`config.mk`:
```
export PLATFORM = sky130hd
export DESIGN_NAME = inst_encode
export DESIGN_NICKNAME = d
export VERILOG_FILES = /design/src/rtl/inst_encode_pkg.sv /design/src/rtl/inst_encode_fmt.sv /design/src/rtl/inst_encode.sv
export SDC_FILE = /design/constraint.sdc
export NUM_CORES = 1
export LEC_CHECK = 0
export CAP_MARGIN = 20
export CORE_MARGIN = 3
export CORE_UTILIZATION = 43
export DETAILED_ROUTE_END_ITERATION = 8
export HOLD_SLACK_MARGIN = 0.1
export PLACE_DENSITY = 0.88
export SKIP_LAST_GASP = 1
export SYNTH_ARGS = -nofsm -noshare
export SYNTH_HDL_FRONTEND = slang
export SYNTH_SLANG_ARGS = --single-unit
```
`constraint.sdc`:
```
create_clock -name clk -period 3.7 [get_ports clk]
set_input_delay 0.74 -clock clk [delete_from_list [all_inputs] [get_ports clk]]
set_output_delay 0.74 -clock clk [all_outputs]
set_load 0.03 [all_outputs]
```
`src/rtl/inst_encode_pkg.sv`:
```
// Shared RV32I definitions: opcode constants, encoding formats and the opcode-to-format map.
package inst_encode_pkg;

    localparam logic [6:0] LUI    = 7'b0110111;
    localparam logic [6:0] AUIPC  = 7'b0010111;
    localparam logic [6:0] JAL    = 7'b1101111;
    localparam logic [6:0] JALR   = 7'b1100111;
    localparam logic [6:0] BRANCH = 7'b1100011;
    localparam logic [6:0] LOAD   = 7'b0000011;
    localparam logic [6:0] STORE  = 7'b0100011;
    localparam logic [6:0] OP_IMM = 7'b0010011;
    localparam logic [6:0] OP     = 7'b0110011;
    localparam logic [6:0] SYSTEM = 7'b1110011;

    typedef enum logic [2:0] {
        FmtR,
        FmtI,
        FmtS,
        FmtB,
        FmtU,
        FmtJ
    } fmt_e;

    // Anything not recognised falls back to I type so unknown opcodes still encode.
    function automatic fmt_e opcode_fmt(input logic [6:0] opc);
        fmt_e fmt;
        case (opc)
            OP:          fmt = FmtR;
            STORE:       fmt = FmtS;
            BRANCH:      fmt = FmtB;
            JAL:         fmt = FmtJ;
            LUI, AUIPC:  fmt = FmtU;
            default:     fmt = FmtI;
        endcase
        return fmt;
    endfunction

endpackage

```
`src/rtl/inst_encode_fmt.sv`:
```
// Combinational field packer: places instruction fields into a 32-bit word and flags
// immediates that do not fit the selected format.
module inst_encode_fmt
    import inst_encode_pkg::*;
(
    input  logic [6:0]  i_opcode,
    input  logic [4:0]  i_rd,
    input  logic [4:0]  i_rs1,
    input  logic [4:0]  i_rs2,
    input  logic [2:0]  i_funct3,
    input  logic [6:0]  i_funct7,
    input  logic [31:0] i_imm,
    output logic [31:0] o_inst,
    output logic        o_err
);

    fmt_e w_fmt;
    logic w_fits11;
    logic w_fits12;
    logic w_fits20;

    assign w_fmt = opcode_fmt(i_opcode);

    // Sign-extension checks: every bit above the field's sign bit must match it.
    assign w_fits11 = (&i_imm[31:11]) | ~(|i_imm[31:11]);
    assign w_fits12 = (&i_imm[31:12]) | ~(|i_imm[31:12]);
    assign w_fits20 = (&i_imm[31:20]) | ~(|i_imm[31:20]);

    always_comb begin
        o_inst = '0;
        o_err  = 1'b0;
        unique case (w_fmt)
            FmtR: begin
                o_inst = {i_funct7, i_rs2, i_rs1, i_funct3, i_rd, i_opcode};
            end
            FmtS: begin
                o_inst = {i_imm[11:5], i_rs2, i_rs1, i_funct3, i_imm[4:0], i_opcode};
                o_err  = ~w_fits11;
            end
            FmtB: begin
                o_inst = {i_imm[12], i_imm[10:5], i_rs2, i_rs1, i_funct3, i_imm[4:1],
                          i_imm[11], i_opcode};
                o_err  = ~w_fits12 | i_imm[0];
            end
            FmtJ: begin
                o_inst = {i_imm[20], i_imm[10:1], i_imm[11], i_imm[19:12], i_rd, i_opcode};
                o_err  = ~w_fits20 | i_imm[0];
            end
            FmtU: begin
                o_inst = {i_imm[31:12], i_rd, i_opcode};
                o_err  = |i_imm[11:0];
            end
            default: begin
                o_inst = {i_imm[11:0], i_rs1, i_funct3, i_rd, i_opcode};
                // CSR numbers are unsigned, so SYSTEM only needs the upper bits clear.
                o_err  = (i_opcode == SYSTEM) ? (|i_imm[31:12]) : ~w_fits11;
            end
        endcase
    end

endmodule

```
`src/rtl/inst_encode.sv`:
```
// Streaming RV32I encoder: field packer followed by a two-entry skid buffer, a word-address
// counter and a saturating count of out-of-range words.
module inst_encode
    import inst_encode_pkg::*;
#(
    parameter int unsigned ADDR_W   = 8,
    parameter int unsigned ERRCNT_W = 8
) (
    input  logic                clk,
    input  logic                reset,
    input  logic                in_valid,
    output logic                in_ready,
    input  logic [6:0]          opcode,
    input  logic [4:0]          rd,
    input  logic [4:0]          rs1,
    input  logic [4:0]          rs2,
    input  logic [2:0]          funct3,
    input  logic [6:0]          funct7,
    input  logic [31:0]         imm,
    output logic                out_valid,
    input  logic                out_ready,
    output logic [31:0]         out_inst,
    output logic                out_err,
    output logic [ADDR_W-1:0]   out_addr,
    output logic [ERRCNT_W-1:0] err_count
);

    logic [31:0]         w_inst;
    logic                w_err;
    logic                w_in_hs;
    logic                w_out_hs;

    logic                r_main_full;
    logic [31:0]         r_main_inst;
    logic                r_main_err;
    logic                r_skid_full;
    logic [31:0]         r_skid_inst;
    logic                r_skid_err;
    logic [ADDR_W-1:0]   r_addr;
    logic [ERRCNT_W-1:0] r_err_count;

    inst_encode_fmt u_fmt (
        .i_opcode (opcode),
        .i_rd     (rd),
        .i_rs1    (rs1),
        .i_rs2    (rs2),
        .i_funct3 (funct3),
        .i_funct7 (funct7),
        .i_imm    (imm),
        .o_inst   (w_inst),
        .o_err    (w_err)
    );

    assign w_in_hs  = in_valid & ~r_skid_full;
    assign w_out_hs = r_main_full & out_ready;

    always_ff @(posedge clk) begin
        if (reset) begin
            r_main_full <= 1'b0;
            r_main_inst <= '0;
            r_main_err  <= 1'b0;
            r_skid_full <= 1'b0;
            r_skid_inst <= '0;
            r_skid_err  <= 1'b0;
            r_addr      <= '0;
            r_err_count <= '0;
        end else begin
            if (w_out_hs) begin
                r_addr <= r_addr + ADDR_W'(1);
                if (r_main_err && !(&r_err_count)) begin
                    r_err_count <= r_err_count + ERRCNT_W'(1);
                end
                // in_ready is low whenever the skid is full, so no input can race the refill.
                if (r_skid_full) begin
                    r_main_inst <= r_skid_inst;
                    r_main_err  <= r_skid_err;
                    r_skid_full <= 1'b0;
                end else if (w_in_hs) begin
                    r_main_inst <= w_inst;
                    r_main_err  <= w_err;
                end else begin
                    r_main_full <= 1'b0;
                end
            end else if (w_in_hs) begin
                if (r_main_full) begin
                    r_skid_inst <= w_inst;
                    r_skid_err  <= w_err;
                    r_skid_full <= 1'b1;
                end else begin
                    r_main_inst <= w_inst;
                    r_main_err  <= w_err;
                    r_main_full <= 1'b1;
                end
            end
        end
    end

    assign in_ready  = ~r_skid_full;
    assign out_valid = r_main_full;
    assign out_inst  = r_main_inst;
    assign out_err   = r_main_err;
    assign out_addr  = r_addr;
    assign err_count = r_err_count;

endmodule

```
==> flow_metrics.env <==
export IMPL_outcome="finished, final reports clean"
export IMPL_crit_chain="clkdlybuf4s50_1, nor3b_1, o2111a_1, inv_1, ha_1, or3b_2, o41ai_1, nor2_1, mux2_2, a31oi_1, or4_1, a21oi_1"
export IMPL_fp_dieH_um=103
export IMPL_drive_above_1_share_pct=8.44
export IMPL_fin_nets=683
export IMPL_drt_total_wl_um=12300
export IMPL_post_route_util_pct=62.7
export IMPL_drc=0
export IMPL_cp_max_fo=7
export IMPL_arrival_ns=3.71
export IMPL_worstHoldPathCells=1
export IMPL_reg2reg_slack_ns=1.28
export IMPL_required_ns=3.97
export IMPL_ys_seq_elements=84
export IMPL_start_util_pct=45.5
export IMPL_crit_path_start_kind="input pin"
export IMPL_hp_class="reg2reg"
export IMPL_row_count=34
export IMPL_dpl_hpwl_um=8950
export IMPL_p_per_area_nw_per_um2=348
export IMPL_wl_met1_um=5260
export IMPL_clock_latency_ns=0.35
export IMPL_syn_inst=491
export IMPL_worstReg2RegStart="out_valid"
export IMPL_post_cts_buffers=0
export IMPL_clock_skew_ns=0.00808
export IMPL_cts_resized=0
export IMPL_synthDistinctLibCells=51
export IMPL_core_um2=8930
export IMPL_synthArstFlopShare_pct=0
export IMPL_r2r_end="out_inst[27]"
export IMPL_leakage_uw=0.00203
export IMPL_critPathCaptureType="register"
export IMPL_holdPathEnd="out_inst[19]"
export IMPL_cap_violations=0
export IMPL_final_min_clock_period_ns=3.45
export IMPL_drtIter0Drc=271
export IMPL_syn_num_nets=562
export IMPL_numCtsBuffers=9
export IMPL_slowest_stage="clkdlybuf4s50_1"
export IMPL_vias=4361
export IMPL_synthesis_area_um2=4070
export IMPL_tritoncts="done"
export IMPL_met2_length_um=5810
export IMPL_hp_start="out_inst[19]"
export IMPL_htree_levels=3
export IMPL_track_usage_pct=23.3
export IMPL_rsz0062_at_grt="no"
export IMPL_tightest_slew_ns=1.02
export IMPL_place_gp_congestion=0.919
export IMPL_mostFrequentLayoutCell="clkdlybuf4s50_1"
export IMPL_dr_pass1_iters=5
export IMPL_vias_per_cell=6.02
export IMPL_hold_viol_final=0
export IMPL_diodes=0
export IMPL_max_slew_margin_pct=32.3
export IMPL_yosysSeqAreaShare_pct=41.3
export IMPL_mostFrequentLayoutCells="clkdlybuf4s50_1, dfxtp_1, nand2_1, nor2_1, a21oi_1"
export IMPL_cts_hold_buffers_added=0
export IMPL_dr_max_layer_used="met4"
export IMPL_finalSetupTns_ns=0
export IMPL_synth_edf_count=0
export IMPL_max_freq_mhz=290
export IMPL_die_area_um2=10700
export IMPL_ir_worst_vdd_mv=0.159
export IMPL_grt_max_degree=67
export IMPL_path_class="in2reg"
export IMPL_ys_flop_type="dfxtp_1"
export IMPL_cts_root_buffer="clkbuf_8"
export IMPL_finalMaxSlewViolations=0
export IMPL_wl_met3_um=961
export IMPL_antenna_found_initial=0
export IMPL_grt_pass1_vias=4113
export IMPL_grt_pass1_wl_um=19900
export IMPL_yosys_warnings=0
export IMPL_setup_viol=0
export IMPL_syn_to_final_growth_pct=37.6
export IMPL_clk_path_buf_depth=2
export IMPL_io_pins=119
export IMPL_critPathMaxStageDelay_ns=0.57
export IMPL_clock_sinks=84
export IMPL_die_w_um=103
export IMPL_yosys_area_top_type="dfxtp_1"
export IMPL_routedWlPerCell_um=16.9
export IMPL_period_share_pct=93.2
export IMPL_synth_area_leaders="dfxtp_1, a21oi_1, nand2_1, nor2_1, a211oi_1"
export IMPL_rr_worst_depth=6
export IMPL_drtAntennaViolNets=0
export IMPL_synth_area_per_cell_um2=8.29
export IMPL_clk_pin_slew_worst_paths_ns=0.08
export IMPL_grt_ovfl_total=0
export IMPL_synth_top_area_share_pct=41.3
export IMPL_io_buffers=118
metrics by stage:
stage	instances	hold WS, ns	total power [µW]	setup slack [ns]	area, µm²
floorplan	491	0.436	1200	0.0583	4070
global placement	709	0.439	1400	0.0741	5440
detailed placement	709	0.445	1410	-0.0716	5440
CTS	724	0.460	1960	0.268	5600
global route	724	0.482	2040	0.0999	5600
finish	724	0.459	1950	0.252	5600
metal layers:
layer  up-vias  track usage, %
li1       2076               -
met1      2040            31.9
met2       224            37.2
met3        21            3.29
met4         0            9.36
met5         -               0
cells by family after synthesis:
family	after synthesis	share of synthesized area, %
AO/OA/AOI/OAI	176	29.7
AND/OR/NAND/NOR	167	19.3
flip-flops	84	41.3
buffers and inverters	43	4.67
XOR/XNOR	12	2.58
multiplexers	6	1.51
adder cells (fa/ha/maj)	3	0.923
critical path: cells and delay by family:
kind / cells / cell delay [ns]
buffers and inverters: 2 / 0.63
AO/OA/AOI/OAI: 4 / 0.58
multiplexers: 1 / 0.26
AND/OR/NAND/NOR: 4 / 1.28
adder cells (fa/ha/maj): 1 / 0.22
synthesized netlist by cell type, drive strengths merged (4+ instances only):
master   n
a211oi  23
a21o     9
a21oi   45
a22o     8
a22oi    7
a311oi   8
a31oi    4
a32oi   19
and3     6
buf      9
clkbuf  29
dfxtp   84
inv      5
mux2i    5
nand2   55
nand3   13
nand4   11
nor2    52
nor4     7
o211ai   7
o21ai   29
o22ai    7
or3      4
xor2     9
power by group:
| group | total, µW | switching, µW | internal [µW] | leakage [µW] |
|---|---|---|---|---|
| Combinational | 417 | 227 | 190 | 0.00127 |
| Sequential | 979 | 29.2 | 950 | 0.000685 |
| Clock | 552 | 316 | 237 | 0.0000779 |
| Total | 1950 | 572 | 1380 | 0.00203 |
worst max-delay path by stage:
stage / slack [ns] / from / to
finish: 0.25 / opcode[4] / out_inst[7]
CTS: 0.27 / opcode[4] / out_inst[7]
floorplan: 0.06 / opcode[6] / out_inst[7]
detailed placement: -0.07 / opcode[4] / out_inst[7]
global route: 0.1 / opcode[4] / out_inst[7]
global placement: 0.07 / opcode[4] / out_err
registers in the layout (all words and copies together), names as in the netlist:
name / count
out_err: 1
err_count: 8
out_addr: 8
out_valid: 1
r_skid_inst: 32
r_skid_err: 1
out_inst: 32
r_skid_full: 1
area by class of cell:
class	instances	area (µm²)
Clock buffer	10	128
Clock inverter	5	30.0
Fill cell	778	3340
Inverter	5	18.8
Multi-Input combinational cell	364	2200
Sequential cell	84	1680
Tap cell	108	135
Timing Repair Buffer	148	1400
(Power assumes the default switching activity.)
